### src/rtl/instr_prefetch.sv
`default_nettype none
// ============================================================================
//  Module      : instr_prefetch
//  Description : Instruction prefetch unit. Issues sequential fetches to a
//                1-cycle-latency instruction memory and buffers the returned
//                words, tagged with their PCs, in a small show-ahead queue.
//                A redirect flushes the queue, drops any in-flight response
//                and restarts fetching at the redirect target.
//  Ports       : clk            - clock, all state updates on rising edge
//                reset          - asynchronous reset, active low
//                in_mem_addr    - instruction memory address (fetch PC)
//                in_mem_en      - fetch request this cycle
//                in_mem         - memory read data, valid one cycle later
//                redirect_valid - branch/jump redirect strobe
//                redirect_pc    - redirect target address
//                instr_valid    - queue head holds a valid instruction
//                instr_ready    - consumer accepts the head this cycle
//                instr          - instruction at queue head
//                instr_pc       - PC of the instruction at queue head
//                count          - number of valid queue entries
//  Revision    : 1.0 - initial release
// ============================================================================
module instr_prefetch #(
   parameter int unsigned         ADDR_W   = 32,
   parameter int unsigned         INSTR_W  = 32,
   parameter int unsigned         DEPTH    = 4,
   parameter logic [ADDR_W-1:0]   RESET_PC = '0,
   parameter logic [ADDR_W-1:0]   PC_STEP  = ADDR_W'(4)
) (
   input  logic                     clk,
   input  logic                     reset,
   output logic [ADDR_W-1:0]        in_mem_addr,
   output logic                     in_mem_en,
   input  logic [INSTR_W-1:0]       in_mem,
   input  logic                     redirect_valid,
   input  logic [ADDR_W-1:0]        redirect_pc,
   output logic                     instr_valid,
   input  logic                     instr_ready,
   output logic [INSTR_W-1:0]       instr,
   output logic [ADDR_W-1:0]        instr_pc,
   output logic [$clog2(DEPTH):0]   count
);

   localparam int unsigned          c_ptr_w     = $clog2(DEPTH);
   localparam logic [c_ptr_w:0]     c_depth_cnt = (c_ptr_w+1)'(DEPTH);
   localparam logic [c_ptr_w+1:0]   c_depth_occ = (c_ptr_w+2)'(DEPTH);
   localparam logic [c_ptr_w:0]     c_one_cnt   = (c_ptr_w+1)'(1);
   localparam logic [c_ptr_w-1:0]   c_one_ptr   = c_ptr_w'(1);

   // Fetch state
   logic [ADDR_W-1:0]   r_fetch_pc;
   logic [ADDR_W-1:0]   r_req_pc;
   logic                r_inflight;

   // Queue state
   logic [c_ptr_w-1:0]  r_wr_ptr;
   logic [c_ptr_w-1:0]  r_rd_ptr;
   logic [c_ptr_w:0]    r_count;
   logic [ADDR_W-1:0]   r_mem_pc    [DEPTH];
   logic [INSTR_W-1:0]  r_mem_instr [DEPTH];

   logic                w_pop;
   logic                w_pop_eff;
   logic                w_push;
   logic                w_fetch;
   logic [c_ptr_w+1:0]  w_occ;

   assign w_pop     = (r_count != '0) && instr_ready;
   // A redirect cancels both ends of the queue in the same cycle.
   assign w_pop_eff = w_pop && !redirect_valid;
   assign w_push    = r_inflight && !redirect_valid;

   // Occupancy reserves a slot for the outstanding response so the queue
   // can never be overrun; a simultaneous pop frees one slot for the new
   // request when the queue plus in-flight word are exactly full.
   assign w_occ   = {1'b0, r_count} + (c_ptr_w+2)'(r_inflight);
   assign w_fetch = reset && !redirect_valid &&
                    ((w_occ < c_depth_occ) || ((w_occ == c_depth_occ) && w_pop));

   assign in_mem_addr = r_fetch_pc;
   assign in_mem_en   = w_fetch;
   assign instr_valid = (r_count != '0);
   assign instr       = r_mem_instr[r_rd_ptr];
   assign instr_pc    = r_mem_pc[r_rd_ptr];
   assign count       = r_count;

   // Control state
   always_ff @(posedge clk or negedge reset) begin
      if (!reset) begin
         r_fetch_pc <= RESET_PC;
         r_req_pc   <= RESET_PC;
         r_inflight <= 1'b0;
         r_wr_ptr   <= '0;
         r_rd_ptr   <= '0;
         r_count    <= '0;
      end else if (redirect_valid) begin
         r_fetch_pc <= redirect_pc;
         r_inflight <= 1'b0;
         r_wr_ptr   <= '0;
         r_rd_ptr   <= '0;
         r_count    <= '0;
      end else begin
         if (w_fetch) begin
            r_fetch_pc <= r_fetch_pc + PC_STEP;
            r_req_pc   <= r_fetch_pc;
            r_inflight <= 1'b1;
         end else begin
            r_inflight <= 1'b0;
         end

         if (w_push) begin
            r_wr_ptr <= r_wr_ptr + c_one_ptr;
         end
         if (w_pop_eff) begin
            r_rd_ptr <= r_rd_ptr + c_one_ptr;
         end

         case ({w_push, w_pop_eff})
            2'b10:   r_count <= r_count + c_one_cnt;
            2'b01:   r_count <= r_count - c_one_cnt;
            default: r_count <= r_count;
         endcase
      end
   end

   // Queue storage: contents are only observed through valid entries,
   // so it carries no reset.
   always_ff @(posedge clk) begin
      if (w_push) begin
         r_mem_pc[r_wr_ptr]    <= r_req_pc;
         r_mem_instr[r_wr_ptr] <= in_mem;
      end
   end

`ifndef SYNTHESIS
   a_no_overflow: assert property (@(posedge clk) disable iff (!reset)
      !(w_push && !w_pop_eff && (r_count == c_depth_cnt)))
      else $error("instr_prefetch: push into full queue");
`endif

endmodule
`default_nettype wire

### config.mk
export PLATFORM = sky130hd
export DESIGN_NAME = instr_prefetch
export DESIGN_NICKNAME = d
export VERILOG_FILES = /design/src/rtl/instr_prefetch.sv
export SDC_FILE = /design/constraint.sdc
export NUM_CORES = 1
export LEC_CHECK = 0
export CAP_MARGIN = 20
export CORE_UTILIZATION = 55
export DETAILED_ROUTE_END_ITERATION = 7
export PLACE_DENSITY_LB_ADDON = 0.25
export SLEW_MARGIN = 20
export SYNTH_ARGS = -nofsm -noshare
export SYNTH_HDL_FRONTEND = slang
export SYNTH_SLANG_ARGS = --single-unit
### constraint.sdc
create_clock -name clk -period 3.4 [get_ports clk]
set_input_delay 0.85 -clock clk [delete_from_list [all_inputs] [get_ports clk]]
set_output_delay 0.85 -clock clk [all_outputs]
set_load 0.05 [all_outputs]
After elaboration in Yosys (flattened, before gate mapping). Memory sizes are Yosys's and may differ from the RTL's. Index checks and enable logic that the tools add are counted.

Multiplexer cells: 12. Equal/unequal tests: 3. Reduce and logical (&&, ||, !) cells: 14. Order comparisons: 1. Bitwise operators: 1. $add $sub $neg: 6.

Operator list (number): $mux 32 (2); $add 32x3->32 const B (1); $mux 2 (4); $logic_and 1x1->1 (6); $pmux 3 s2 (1); $reduce_bool 2->1 (3); $reduce_bool 3->1 (2); $add 2x1->2 const B (2); $add 3x1->4 (1); $eq 4x3->1 const B (1); $lt 4x3->1 const B (1); $mux 1 (4); $add 3x1->3 const B (1); $mux 3 (1); $sub 3x1->3 const B (1); $eq 2x1->1 const B (1); $eq 2x2->1 const B (1); $reduce_and 2->1 (1); $logic_not 1->1 (1); $logic_or 1x1->1 (1); $not 1->1 (1).

Memory bits (writable): 256. Memories: 2. Bits in registers: 72. Input port bits: 68.

Memories: r_mem_instr (depth 4, width 32, read ports 1, clocked after Yosys merged registers in 0, wr ports 1, RTL line 60) `logic [INSTR_W-1:0] r_mem_instr [DEPTH];`; r_mem_pc (depth 4, width 32, read ports 1, clocked after Yosys merged registers in 0, wr ports 1, RTL line 59) `logic [ADDR_W-1:0] r_mem_pc [DEPTH];`.

Depth between registers and ports, before layout. Gate-level depths: netlist of run 1.

Word-level depth: 7. Depth in mapped cells: 9.

Least setup slack after synthesis of run 1. No wires, ideal clock.

Path kind: input -> register. From: in redirect_valid. To: mem r_mem_instr[0][0], enable pin. Stages: 3. Path slack: 0.214 ns. Arrival: 2.757 ns. Buffers on the path: 1. Data required time: 2.971 ns. Setup time: 0.429 ns. Cell sequence: clkbuf_1 -> nor2b_1 -> and2_1.

Word-level cells in the longest chain between the ends: 4.

RTL lines: start: declaration (RTL line 35) `input logic redirect_valid,`; $logic_not 1->1 (RTL line 71) `assign w_push = r_inflight && !redirect_valid;`; $logic_and 1x1->1 (RTL line 71); $mux 1 (RTL line 129) `if (w_push) begin`; $mux 1 (not written as such) (RTL line 131) `r_mem_instr[r_wr_ptr] <= in_mem;`; end: declaration (RTL line 60).

Every way passes these cells.

Worst setup path after layout of run 1.
From: reg r_rd_ptr[0]. To: out instr[29].

Word-level cells in the longest chain between the ends: 1.

RTL lines: start: declaration (RTL line 57) `logic [c_ptr_w-1:0] r_rd_ptr;`; start signal: assignment (RTL line 115) `r_rd_ptr <= r_rd_ptr + c_one_ptr;`; $mem_v2 4x32; end: declaration (RTL line 39) `output logic [INSTR_W-1:0] instr,`.

Every way passes these cells.

==> flow_summary.toml, run 1 <==
[run_status]
status = "completed"

[synth]
synth_cells = 659
ys_types = 46
yosysTopAreaCell = "edfxtp_1"
synth-seq-cells = 328
synth_area_per_cell_um2 = 19.50
yosysTopAreaCellShare_pct = 59.81
seq_area_frac_synth_pct = 73.82
syn_area_mm2 = 0.01285
synth_warnings = 0
synthTopCellsByArea = "edfxtp_1 (60%), dfrtp_1 (14%), mux4_2 (11%), mux2_2 (3.0%), xnor2_1 (1.8%)"
synthesis.nets = 735

[clock_tree]
cts_hold_buf = 0
cts-buffers-inserted = 34
cts_tree = "done"
insertion_delay_ns = 0.50
root_buffer = "clkbuf_16"
htreeDepth = 2
cts_sinks = 328
cts_max_path_buffers = 3
clk_pin_slew_ns = 0.06
ctsResizeCount = 0

[floorplan]
pin_count = 169
die_width_um = 154.9
start_util_pct = 56.43
dieArea_mm2 = 0.02398
die_h_um = 154.9
core_mm2 = 0.02278
rows = 55

[routing]
initialDrtViolationCount = 397
dr_total_vias = 6672
drt-total-wl_mm = 25.48
post_drt_wl_per_cell_um = 21.45
drtAntennaViolNets = 0
via_per_inst = 5.616
drc = 0
dr.pass1.iters = 4

[grt]
grt_usage_pct = 22.06
grt_max_degree = 66
grt_overflow = 0
grt_pass1_vias = 7065
grt_pass1_wl_mm = 39.70
grt_antenna_before_repair = 0

[timing]
hold_violations = 0
fin_crit_sh_pct = 95.00
slew_viol_final = 0
tightestPinTransition_ns = 0.8616
tns_ns = 0
fmax_mhz = 309.6
skew_ns = 0.01736
setup_violations = 0
rsz0062_at_grt = "false"
fin_ws_ns = 0.1699
post-route-min-period_ns = 3.230
relSlewSlack_pct = 42.56

[run]
drv_cap = 0

[setup_path]
reg2reg_depth = 6
worstPathRequired_ns = 2.55
critPathKind = "register to output port"
crit_fanout = 12
r2r-start = "count[0]$_DFFE_PN0P_"
crit_path_start_kind = "register"
reg2reg_to = "r_req_pc[3]$_DFFE_PN0P_"
r2r_slack_ns = 0.78
cp-end-kind = "output port"
crit_arrival_ns = 2.38

[worst_hold_path]
hold_path_class = "primary input to asynchronous set/reset pin"

[power_and_ir_drop]
ir_drop_mv = 0.8405
leakage_uw = 0.005500
powerDensity_mw_per_mm2 = 721.4

[placed_design]
place.gp.congestion = 0.8411
dpl.hpwl_mm = 16.15
place_ws_ns = 0.3407
port_buffers = 168

[cells_and_area]
drive_above_1_share_pct = 28.23
area_growth_pct = 24.11
final.fill_count = 1427
fin_nets = 927
num_antenna_cells = 0
final cells by class:
class	count	area, µm²	share of cell area [%]
clock inverters	14	121.4	0.7608
inverters	5	18.77	0.1176
clock buffers	46	937.1	5.875
well taps	313	391.6	2.455
multi-input cells	295	3206	20.09
flip-flops and latches	328	9497	59.53
repair buffers	187	1782	11.17
kinds of logic after synthesis:
family,share of synthesized area (%)
AOI/OAI and AO/OA,1.421
and+or+nand+nor,5.685
muxes,14.60
DFF,73.82
buffers and inverters,1.314
xor gates and xnor gates,2.317
adders and majority gates,0.8371
synthesized netlist by cell type, drive strengths merged:
cell and instances:
nand2b 1, xor2 7, ha 7, xnor2 27, nand3 13, dfrtp 72
nor2b 1, edfxtp 256, mux2 36, nor4 7, or4 3, fa 1
nand4 6, o31ai 1, and4 3, nor4b 4, nand2 39, nor3b 3
o21ai 26, a211o 2, mux2i 3, mux4 64, inv 5, a21oi 1
and3 3, buf 16, or3 3, o31a 1, nor2 14, clkbuf 15
and2 5, nor3 14
stage by stage:
stage          std cells  hold WS [ns]  util (%)  cell area [µm²]  power [µW]
3_3_place_gp        1127        0.4851     65.32            14880        7988
4_1_cts             1188        0.1596     70.04            15950       11620
3_5_place_dp        1127        0.5051     65.32            14880        8091
6_report            1188        0.1820     70.04            15950       11510
2_1_floorplan        659        0.4693         -            12850        7174
5_1_grt             1188        0.1737     70.04            15950       11910
how the worst max path moves through the flow:
stage | startpoint | endpoint | slack, ns
2_1_floorplan | redirect_valid | r_mem_instr[0][0]$_DFFE_PP_ | 0.21
5_1_grt | r_rd_ptr[0]$_DFFE_PN0P_ | instr[29] | 0.08
6_report | r_rd_ptr[0]$_DFFE_PN0P_ | instr[29] | 0.17
3_5_place_dp | instr_ready | r_req_pc[15]$_DFFE_PN0P_ | 0.34
3_3_place_gp | instr_ready | in_mem_en | 0.37
4_1_cts | r_rd_ptr[0]$_DFFE_PN0P_ | instr[29] | 0.12
metal layers:
layer / wire length (µm) / global-route usage, %
met1: 10720 / 30.38
met2: 12860 / 36.55
met3: 1316 / 3.510
met4: 574 / 7.166
met5: 0 / 0
flip-flops by register name, indices dropped and copies added (netlist names):
| register | count |
|---|---|
| r_req_pc | 32 |
| r_mem_instr | 128 |
| r_wr_ptr | 2 |
| in_mem_addr | 32 |
| r_mem_pc | 128 |
| count | 3 |
| r_rd_ptr | 2 |
| r_inflight | 1 |
layout by cell type, fill, tap and decap left out, drive strengths merged:
cell             n
nor4b            4
clkdlybuf4s50  109
xnor2           27
buf             78
a211o            2
nor2            14
and4             3
nor4             7
xor2             7
clkbuf          46
or4              3
mux2i            3
nand4            6
fa               1
nor2b            1
o31a             1
nand2b           1
clkinv          11
or3              3
o21ai           26
nor3            14
dfrtp           72
edfxtp         256
bufinv           2
ha               7
nor3b            3
inv              6
and3             3
nand3           13
nand2           39
mux2            36
o31ai            1
and2             5
a21oi            1
mux4            64
power by group:
group | internal (µW) | switching (µW)
sequential | 4890 | 392
combinational | 1060 | 1660
clock | 2090 | 1420
worst max-delay path, cell delays in order, from the launching register on:
cell and delay, ns:
dfrtp_4 0.60, mux4_2 0.54, clkdlybuf4s50_1 0.73
timing repair:
item,4_1_cts,5_1_grt
setup buffers,1,0
hold endpoints to repair,0,0
endpoints found under the setup margin,8,0
Note: power is estimated with default switching activity, not from simulation.
==> run 2: changes to the inputs <==
--- a/config.mk
+++ b/config.mk
@@ -5,7 +5,9 @@
 export SDC_FILE = /design/constraint.sdc
 export NUM_CORES = 1
 export LEC_CHECK = 0
+export ABC_AREA = 1
 export CAP_MARGIN = 20
+export CORE_MARGIN = 2
 export CORE_UTILIZATION = 55
 export DETAILED_ROUTE_END_ITERATION = 7
 export PLACE_DENSITY_LB_ADDON = 0.25
==> flow_summary.toml, run 2 <==
[run_status]
status = "completed"

[power_and_ir_drop]
p_clk_share_pct = 28.2
powerDensity_mw_per_mm2 = 771.4
ir_drop_mv = 0.4155
sw_frac_of_total_pct = 34.22
leakage_uw = 0.006443
pwr-share-seq_pct = 40.6
power.switching_uw = 4473
power.total_uw = 13070
combPwrFrac_pct = 31.1
cellInternalPower_uw = 8598

[synth]
synthTopCellsByArea = "edfxtp_1 (57%), dfrtp_1 (13%), o21ai_0 (6.3%), nand2_1 (6.1%), nor2_1 (5.0%)"
synth_cells = 1191
yosys-top-cells-count = "edfxtp_1 (256), nand2_1 (216), nor2_1 (178)"
syn_area_mm2 = 0.01338
synth_area_per_cell_um2 = 11.23
seq_area_frac_synth_pct = 70.94
synth_warnings = 0
ys.flop_type = "edfxtp_1"
synth-seq-cells = 328
synth_edf_count = 256
yosysTopAreaCellShare_pct = 57.47
async_reset_ff_share_pct = 21.95
ys_types = 22
synth.most_common_cell = "edfxtp_1"
synthesis.nets = 1267
yosysTopAreaCell = "edfxtp_1"

[clock_tree]
ctsResizeCount = 0
cts_sinks = 328
clk_pin_slew_ns = 0.06
cts_setup_buffers = 0
cts_hold_buf = 0
htreeDepth = 1
cts_tree = "done"
insertion_delay_ns = 0.55
cts-buffers-inserted = 30
cts_max_path_buffers = 3
root_buffer = "clkbuf_16"

[placed_design]
place.gp.congestion = 0.9590
place_area_mm2 = 0.01582
port_buffers = 168
dpl.hpwl_mm = 18.34

[run]
drv_cap = 0

[timing]
setup_violations = 0
slew_viol_final = 0
fmax_mhz = 305.0
fin_crit_sh_pct = 96.43
tns_ns = 0
hold_violations = 0
tightestPinTransition_ns = 0.6808
relSlewSlack_pct = 54.61
post-route-min-period_ns = 3.278
skew_ns = 0.007769
rsz0062_at_grt = "false"

[routing]
drc = 0
dr_total_vias = 9255
post_drt_wl_per_cell_um = 17.50
drtAntennaViolNets = 0
drt-total-wl_mm = 29.71
dr.pass1.iters = 5
via_per_inst = 5.451
initialDrtViolationCount = 680

[cells_and_area]
fin_nets = 1426
drive_above_1_share_pct = 10.77
area_growth_pct = 26.68
final_cell_mix = "edfxtp_1 (256), nand2_1 (215), nor2_1 (174)"
layout.cells.most_common = "edfxtp_1"
reg_top3 = "r_mem_instr x128, r_mem_pc x128"
fin_area_mm2 = 0.01694
num_antenna_cells = 0

[floorplan]
die_h_um = 159.9
die_width_um = 159.9
start_util_pct = 55.49
core_mm2 = 0.02411
dieArea_mm2 = 0.02558
pin_count = 169
rows = 57

[grt]
grt_usage_pct = 23.21
grt_max_degree = 73
met1_usage_pct = 32.96
grt_busiest_layer = "met2"
met3_usage_pct = 3.247
grt_pass1_wl_mm = 47.40
grt_util_met2_pct = 37.90
grt_overflow = 0
grt_antenna_before_repair = 0
grt_pass1_vias = 9150

[setup_path]
worstPathRequired_ns = 2.55
r2r_slack_ns = 1.04
crit_arrival_ns = 2.43
crit_path_start_kind = "register"
cp-end-kind = "output port"
crit_fanout = 72
critPathKind = "register to output port"

[worst_hold_path]
hold_path_class = "primary input to asynchronous set/reset pin"
run 2: changes by cell type after synthesis, moves of 26 or more:
| cell | change |
|---|---|
| nand2_1 | +177 |
| mux4_2 | -64 |
| nand3_1 | +64 |
| inv_1 | +61 |
| xnor2_1 | -26 |
| o22ai_1 | +64 |
| mux2_2 | -34 |
| o21ai_0 | +158 |
| nor2_1 | +164 |
| clkbuf_1 | +26 |
run 2: power groups by stage:
stage | Sequential [µW] | Clock, µW | Combinational, µW
CTS | 5300 | 3740 | 4090
floorplan | 5500 | 0 | 2160
finish | 5310 | 3690 | 4070
global placement | 5350 | 0 | 4010
detailed placement | 5380 | 0 | 4060
global route | 5360 | 3900 | 4320
run 2: final timing paths:
check                                              start                          end  depth (start not counted)
worst max-delay path             r_rd_ptr[0]$_DFFE_PN0P_                    instr[12]                          5
worst min-delay path                               reset  in_mem_addr[23]$_DFFE_PN0P_                          2
worst max register to register      count[0]$_DFFE_PN0P_  in_mem_addr[23]$_DFFE_PN0P_                          8
worst min register to register  r_req_pc[18]$_DFFE_PN0P_    r_mem_pc[2][18]$_DFFE_PP_                          0
max in group asynchronous                          reset      r_rd_ptr[0]$_DFFE_PN0P_                          3
min in group clk                r_req_pc[18]$_DFFE_PN0P_    r_mem_pc[2][18]$_DFFE_PP_                          0
run 2: layout make-up:
cell class,count,area (µm²)
well taps,324,405.4
clock inverters,22,309.0
inverters,68,257.7
multi-input cells,735,3416
fillers,1701,7162
clock buffers,34,797.0
flip-flops and latches,328,9494
repair buffers,187,2265
run 2: cell families (layout without fill, tap and decap cells):
logic type               after synthesis  in the layout  synth area share, %
XOR/XNOR                              10             10               0.6549
AO/OA/AOI/OAI                        245            245                9.766
flip-flops                           328            328                70.94
buffers and inverters                128            311                3.835
adder cells (fa/ha/maj)                8              8               0.8045
AND/OR/NAND/NOR                      472            472                13.99
run 2: worst max-delay path, cell delays in order, from the launching register on:
cell and delay (ns):
dfrtp_4 0.63, inv_4 0.26, buf_12 0.32, o21ai_0 0.15, o22ai_1 0.32, buf_12 0.19
run 2: per-stage QoR:
| stage | util (%) | hold slack [ns] | instances | setup slack, ns |
|---|---|---|---|---|
| after CTS | 70.23 | 0.3759 | 1698 | 0.04168 |
| final | 70.29 | 0.3602 | 1698 | 0.1215 |
| after detailed placement | 65.64 | 0.5021 | 1642 | 0.4461 |
| after global placement | 65.64 | 0.4932 | 1642 | 0.4824 |
| after floorplan | - | 0.4763 | 1191 | -0.9038 |
| after global routing | 70.29 | 0.3765 | 1698 | 0.02187 |
run 2: layer usage:
metal | vias up | wire [µm] | part of all wire (%)
li1 | 4461 | - | -
met1 | 4419 | 12890 | 43
met2 | 329 | 14210 | 48
met3 | 46 | 1898 | 6.4
met4 | 0 | 714 | 2.4
met5 | - | 0 | 0
